### src/rtl/dsp_path_ctrl.sv
// Packet-aware steering between the DMA streams and two DSP engines (0 = FIR, 1 = DFT).
// One engine is latched per packet and held until both the input and output EOP have completed.
module dsp_path_ctrl #(
    parameter int DATA_W  = 32,
    parameter int CNT_W   = 16,
    parameter int TIMEOUT = 4096
) (
    input  logic                clk,
    input  logic                rst_n,
    input  logic                cfg_fir_enable,
    input  logic                cfg_dft_enable,
    input  logic                cfg_err_clear,
    output logic                sts_busy,
    output logic [1:0]          sts_active_sel,
    output logic [CNT_W-1:0]    sts_pkt_count,
    output logic                sts_sop_err,
    output logic                sts_timeout,
    output logic                sink_ready,
    input  logic [DATA_W-1:0]   sink_data,
    input  logic                sink_valid,
    input  logic                sink_sop,
    input  logic                sink_eop,
    output logic [DATA_W-1:0]   source_data,
    output logic                source_valid,
    output logic                source_sop,
    output logic                source_eop,
    input  logic                source_ready,
    output logic [DATA_W-1:0]   eng_sink_data,
    output logic                eng_sink_sop,
    output logic                eng_sink_eop,
    output logic [1:0]          eng_sink_valid,
    input  logic [1:0]          eng_sink_ready,
    input  logic [2*DATA_W-1:0] eng_source_data,
    input  logic [1:0]          eng_source_valid,
    input  logic [1:0]          eng_source_sop,
    input  logic [1:0]          eng_source_eop,
    output logic [1:0]          eng_source_ready
);

    localparam int WD_W = $clog2(TIMEOUT + 1);
    localparam logic [WD_W-1:0] WD_LAST = WD_W'(TIMEOUT - 1);

    typedef enum logic [1:0] {
        IDLE      = 2'd0,
        RUN       = 2'd1,
        DRAIN_OUT = 2'd2,
        DRAIN_IN  = 2'd3
    } state_t;

    state_t            state_reg, state_next;
    logic [1:0]        sel_reg, sel_next;
    logic              first_reg, first_next;
    logic [WD_W-1:0]   wd_reg, wd_next;
    logic [CNT_W-1:0]  count_reg;
    logic              busy_reg;
    logic [1:0]        active_reg;
    logic              sop_err_reg;
    logic              timeout_reg;

    logic              in_active, out_active;
    logic              in_fire, in_done, out_fire, out_done;
    logic              idle_drop, enter_idle;
    logic              sop_err_set, timeout_set;

    logic [1:0]        sink_ready_term;
    logic [1:0]        src_valid_term, src_sop_term, src_eop_term;
    logic [DATA_W-1:0] src_data_term [2];
    logic [DATA_W-1:0] sel_src_data;

    assign in_active  = (state_reg == RUN) || (state_reg == DRAIN_IN);
    assign out_active = (state_reg == RUN) || (state_reg == DRAIN_OUT);

    // Per-engine steering: the unselected engine never sees valid or ready.
    generate
        for (genvar gi = 0; gi < 2; gi++) begin : g_eng
            assign eng_sink_valid[gi]   = in_active  & sel_reg[gi] & sink_valid;
            assign eng_source_ready[gi] = out_active & sel_reg[gi] & source_ready;
            assign sink_ready_term[gi]  = sel_reg[gi] & eng_sink_ready[gi];
            assign src_valid_term[gi]   = sel_reg[gi] & eng_source_valid[gi];
            assign src_sop_term[gi]     = sel_reg[gi] & eng_source_sop[gi];
            assign src_eop_term[gi]     = sel_reg[gi] & eng_source_eop[gi];
            assign src_data_term[gi]    = sel_reg[gi] ? eng_source_data[gi*DATA_W +: DATA_W]
                                                      : '0;
        end
    endgenerate

    assign sel_src_data = src_data_term[0] | src_data_term[1];

    assign eng_sink_data = sink_data;
    assign eng_sink_sop  = sink_sop;
    assign eng_sink_eop  = sink_eop;

    // In IDLE the only accepted beat is a stray non-SOP beat, which is dropped.
    assign idle_drop  = (state_reg == IDLE) & sink_valid & ~sink_sop;
    assign sink_ready = idle_drop | (in_active & (|sink_ready_term));

    assign source_valid = out_active & (|src_valid_term);
    assign source_sop   = out_active & (|src_sop_term);
    assign source_eop   = out_active & (|src_eop_term);
    assign source_data  = out_active ? sel_src_data : '0;

    assign in_fire  = in_active & sink_valid & sink_ready;
    assign in_done  = in_fire & sink_eop;
    assign out_fire = out_active & source_valid & source_ready;
    assign out_done = out_fire & source_eop;

    always_comb begin
        state_next  = state_reg;
        sel_next    = sel_reg;
        first_next  = first_reg;
        wd_next     = wd_reg;
        sop_err_set = 1'b0;
        timeout_set = 1'b0;
        case (state_reg)
            IDLE: begin
                if (sink_valid && sink_sop && (cfg_fir_enable || cfg_dft_enable)) begin
                    state_next = RUN;
                    sel_next   = cfg_fir_enable ? 2'b01 : 2'b10;
                    first_next = 1'b1;
                end else if (idle_drop) begin
                    sop_err_set = 1'b1;
                end
            end
            RUN: begin
                if (in_done && out_done) begin
                    state_next = IDLE;
                end else if (in_done) begin
                    state_next = DRAIN_OUT;
                    wd_next    = '0;
                end else if (out_done) begin
                    state_next = DRAIN_IN;
                end
            end
            DRAIN_OUT: begin
                // Watchdog counts consecutive cycles without an accepted output beat.
                if (out_done) begin
                    state_next = IDLE;
                end else if (out_fire) begin
                    wd_next = '0;
                end else if (wd_reg == WD_LAST) begin
                    state_next  = IDLE;
                    timeout_set = 1'b1;
                end else begin
                    wd_next = wd_reg + 1'b1;
                end
            end
            DRAIN_IN: begin
                if (in_done) begin
                    state_next = IDLE;
                end
            end
            default: state_next = IDLE;
        endcase
        if (in_fire) begin
            first_next = 1'b0;
            if (sink_sop && !first_reg) begin
                sop_err_set = 1'b1;
            end
        end
        if (state_reg != IDLE && state_next == IDLE) begin
            sel_next = 2'b00;
        end
    end

    assign enter_idle = (state_reg != IDLE) && (state_next == IDLE);

    always_ff @(posedge clk or negedge rst_n) begin
        if (!rst_n) begin
            state_reg   <= IDLE;
            sel_reg     <= 2'b00;
            first_reg   <= 1'b0;
            wd_reg      <= '0;
            count_reg   <= '0;
            busy_reg    <= 1'b0;
            active_reg  <= 2'b00;
            sop_err_reg <= 1'b0;
            timeout_reg <= 1'b0;
        end else begin
            state_reg  <= state_next;
            sel_reg    <= sel_next;
            first_reg  <= first_next;
            wd_reg     <= wd_next;
            busy_reg   <= (state_reg != IDLE);
            active_reg <= sel_reg;
            if (enter_idle) begin
                count_reg <= count_reg + 1'b1;
            end
            // A set event in the same cycle as a clear wins.
            if (sop_err_set) begin
                sop_err_reg <= 1'b1;
            end else if (cfg_err_clear) begin
                sop_err_reg <= 1'b0;
            end
            if (timeout_set) begin
                timeout_reg <= 1'b1;
            end else if (cfg_err_clear) begin
                timeout_reg <= 1'b0;
            end
        end
    end

    assign sts_busy       = busy_reg;
    assign sts_active_sel = active_reg;
    assign sts_pkt_count  = count_reg;
    assign sts_sop_err    = sop_err_reg;
    assign sts_timeout    = timeout_reg;

endmodule

### config.mk
export PLATFORM = sky130hd
export DESIGN_NAME = dsp_path_ctrl
export DESIGN_NICKNAME = d
export VERILOG_FILES = /design/src/rtl/dsp_path_ctrl.sv
export SDC_FILE = /design/constraint.sdc
export NUM_CORES = 1
export LEC_CHECK = 0
export CORE_MARGIN = 2
export CORE_UTILIZATION = 34
export CTS_CLUSTER_DIAMETER = 200
export DETAILED_ROUTE_END_ITERATION = 7
export PLACE_DENSITY = 0.82
export SLEW_MARGIN = 20
export SYNTH_ARGS = -nofsm -noshare
export SYNTH_HDL_FRONTEND = slang
export SYNTH_SLANG_ARGS = --single-unit
export TNS_END_PERCENT = 10
### constraint.sdc
create_clock -name clk -period 3.5 [get_ports clk]
set_clock_uncertainty 0.2 [all_clocks]
set_input_delay 0.7 -clock clk [delete_from_list [all_inputs] [get_ports clk]]
set_output_delay 0.7 -clock clk [all_outputs]
set_load 0.02 [all_outputs]
==> summary.md, run 1 <==
The run finished with clean final reports. Hold is met by 0.281 ns. The number of antenna violations at the first check in global routing came out at 0. For this block, the initial DRC count from the detailed router was 71. The most common cell after layout, fill and taps aside is clkdlybuf4s50_1. Across the VDD grid, the largest voltage drop is 0.136 mV.

The worst path in the final design needs a cycle of 3.34 ns, including I/O delays and setup. The yosys synthesis warning count came out at 0. Setup repair after global routing left no endpoint under its margin. The final antenna-violating net count is 0, and the share of the core filled with cells is 0.536. The core region is 7690 um2. The multi-input logic area is 1370 um2, and the adder and majority gate portion of the synthesized area is 0.0374.

In this run the power density over the cells is 217 nW/um2. The share of async-settable or async-resettable flops after synthesis was 1.00. In this run, synthesis produced a sequential element count of 39. The synthesized netlist contains 44 unique library cells. The die covers 8590 um2. After detailed routing, the average wire length per cell comes to 16.4 um. The cell area that synthesis handed to floorplanning was 2670 um2.

After synthesis, the largest family of logic cells by area is compound AO/OA/AOI/OAI gates. The tools report the startpoint of the worst register-to-register path as state_reg[0]. The floorplan step set the die height to 92.7 um.

Path type of the worst min-delay path: register to register. The peak per-stage delay on the critical path works out to 0.63 ns. The summed area of non-filler cells in the final layout is 4120 um2.

The total iterations of the first detailed-routing run was 4; the placed wire-length estimate was 6620 um. The synthesized netlist net count is 412, and the number of levels in the clock H-tree is 2. Total length of routed wires: 8300 um. Proportion of synthesized area in mux cells: 0.00796. Weighted congestion at the end of routability-driven global placement: 0.803. The register with the most flip-flops in the layout has 16 of them. The run gives 498 as the number of placed instances, taps included.

The synthesized design contains 0 enable-type register cells. The run gives 0.55 ns as the setup slack of the most critical reg-to-reg path. For the number of global-route vias before repair, the log shows 2670. The final worst-path cycle share is 0.956, and the count of vias placed by the detailed router is 2564. The count of final hold-check violations was 0; the total overflow reported by the global router was 0.

In the final design database the tool counted 524 nets. Clock-pin slew was measured on the worst setup and hold paths at 0.07 ns. Data on the critical path is required at its endpoint by 2.60 ns.

The post-synthesis xor/xnor area fraction was 0.0524. The ratio of routed vias to standard cells came out at 5.07. The worst setup path is launched from a register. 208 I/O pins were placed.

From synthesis to final layout, the design area changed by 54.1%. The kind of cell adding the most delay to the critical path is buffers and inverters. Synthesis produced 291 cells.

The number of rows in the core area was 32. TritonCTS built the clock tree. In the final routing, the length of wire on met1 measures 3300 um. The endpoint identified for the worst register-to-register timing path is sts_pkt_count[1]. The routed design uses 4080 um of met2 wire. In this run the top signal layer used is met4. The clock insertion delay at the later pin of the skew report was 0.30 ns.

Traced cell by cell, the critical path runs through inv_1 -> ha_2 -> and2_1 -> buf_12 -> a22o_1 -> clkdlybuf4s50_1. STA classifies the critical path endpoint as a primary output. Clock tree synthesis inserted a total of 5 buffers. The slew at the pin closest to its max-slew limit came out at 0.843 ns. For the pin count of the biggest net entering global routing, the log shows 40. The part of the Yosys area used for sequential elements came out at 0.365. The total cell area at the placement stage is 4020 um2. Clock tree synthesis selected as its root buffer the cell clkbuf_8. Fill cells in the final layout number 712.

Along the worst path, the maximum fanout reaches 34. The global-route wire length before repair was 12700 um. For the worst flop-to-flop path, the logic depth is 9.

Critical setup path kind: register to primary output. A synthesized cell averages 9.19 um2. The sequential cells in the finished layout cover a total of 976 um2. The run gives 2.44 ns as the critical path arrival.

Timing would allow up to 299 MHz. The post-route DRC violation count was 0; the number of buffers added on ports was 143. The run gives 0 as the number of maximum-capacitance constraint violations. The tools report the overall global routing resource usage as 0.189. The clock drives 39 sinks.

The instance count along the most critical hold path works out to 1. The run gives 0.438 as the worst relative slew slack. Endpoint with the worst hold slack: sts_pkt_count[15]. The standard cell with the maximum stage delay on the critical path is clkdlybuf4s50_1. The die is 92.7 um wide. The starting density of the core was 0.348.

The fraction of layout cells with a size suffix above 1 was 0.0594. Before CTS, the worst setup slack after placement is 0.196 ns. The number of antenna cells inserted was 0; the final non-filler cell total was 506.

The analysis attributes to cell leakage a power of 1.73 nW. Power comes to 0.895 mW. The simple-gate share of the synthesized area was 0.180. Leaving out fill and tap cells, the most frequent cells in the layout are 141 x clkdlybuf4s50_1, 39 x dfrtp_1, 36 x a22o_1. Across all setup checks in the final design, the least slack found is 0.155 ns. Complex-gate fraction of the synthesized area: 0.232.

Launch instance of the worst min-delay path: sts_pkt_count[15]. The tools report the number of max-slew violations in the final report as 0. The clock passes through at most 2 buffers. Setup violations remaining at the end of the flow were counted as 0. Buffers inserted to repair hold after CTS numbered 0. The number of buffers and inverters on the critical path is 3. The most used flip-flop cell after synthesis is dfrtp_1. Setup TNS after final layout: 0 ns.

Total length of routed met3 wires: 756 um.
## worst max path at each step
| stage | startpoint | to | slack (ns) | depth (start not counted) |
|---|---|---|---|---|
| 6_report | state_reg[0] | source_data[16] | 0.16 | 6 |
| 5_1_grt | state_reg[0] | source_data[16] | 0.004 | 6 |
| 2_1_floorplan | state_reg[0] | source_data[10] | 0.84 | 6 |
| 4_1_cts | state_reg[0] | source_valid | 0.07 | 6 |
| 3_5_place_dp | eng_source_valid[0] | sts_pkt_count[1] | 0.20 | 8 |
| 3_3_place_gp | eng_source_valid[0] | sts_pkt_count[1] | 0.25 | 8 |
## worst register-to-register path, stage by stage (launching register included)
cell	delay, ns
dfrtp_1	0.43
inv_1	0.12
ha_2	0.41
nand2_1	0.06
or4b_2	0.67
a21boi_0	0.23
o31a_1	0.23
a211oi_4	0.07
buf_12	0.16
mux2_2	0.27
## cells by family after synthesis
| group | count (synthesis) |
|---|---|
| simple gates | 94 |
| compound gates | 79 |
| buf+inv | 53 |
| flops | 39 |
| xor+xnor | 16 |
| fa+ha+maj | 8 |
| mux | 2 |
## metal layers
metal,GRT usage,vias up
met2,0.307,98
met5,0,-
li1,-,1238
met3,0.0724,23
met4,0.0576,0
met1,0.233,1205
## synthesized netlist by cell type (2+ instances only)
library cell	instances	area [um2]
nand2b_1	3	18.8
nand4_1	8	50.1
and2_1	6	37.5
nand3_1	11	55.1
clkbuf_1	10	37.5
o21ai_0	23	115
nor2_1	17	63.8
nor2b_1	3	18.8
buf_4	34	255
and3_1	13	81.3
o31ai_1	2	15.0
nand2_1	27	101
dfrtp_1	39	976
o21a_1	3	22.5
a22o_1	36	315
xnor2_1	15	131
ha_1	8	100
inv_1	7	26.3
## report_power, final
group | internal (mW) | switching (mW) | total, mW | leakage, nW
registers | 0.450 | 0 | 0.450 | 0.535
logic | 0.0809 | 0.0290 | 0.110 | 1.15
clock network | 0.180 | 0.155 | 0.334 | 0.0515
total | 0.711 | 0.184 | 0.895 | 1.73
## area by class of cell
| cell class | instances | share of cell area |
|---|---|---|
| timing repair buffer | 151 | 0.370 |
| multi-input combinational | 199 | 0.331 |
| tap | 102 | 0.0310 |
| clock buffer | 8 | 0.0243 |
| inverter | 7 | 0.00638 |
| sequential | 39 | 0.237 |
## what timing repair did
item,CTS,global route
resized for setup,0,2
hold endpoints to repair,0,0
endpoints found under the setup margin,0,17
setup buffers,0,0
Note: power is estimated with default switching activity, not from simulation.
==> run 2: changes to the inputs <==
--- a/config.mk
+++ b/config.mk
@@ -9,6 +9,7 @@
 export CORE_UTILIZATION = 34
 export CTS_CLUSTER_DIAMETER = 200
 export DETAILED_ROUTE_END_ITERATION = 7
+export HOLD_SLACK_MARGIN = 0.12
 export PLACE_DENSITY = 0.82
 export SLEW_MARGIN = 20
 export SYNTH_ARGS = -nofsm -noshare
==> results of run 2 <==
The final DEF is identical to that of run 1; final timing and power are the same.
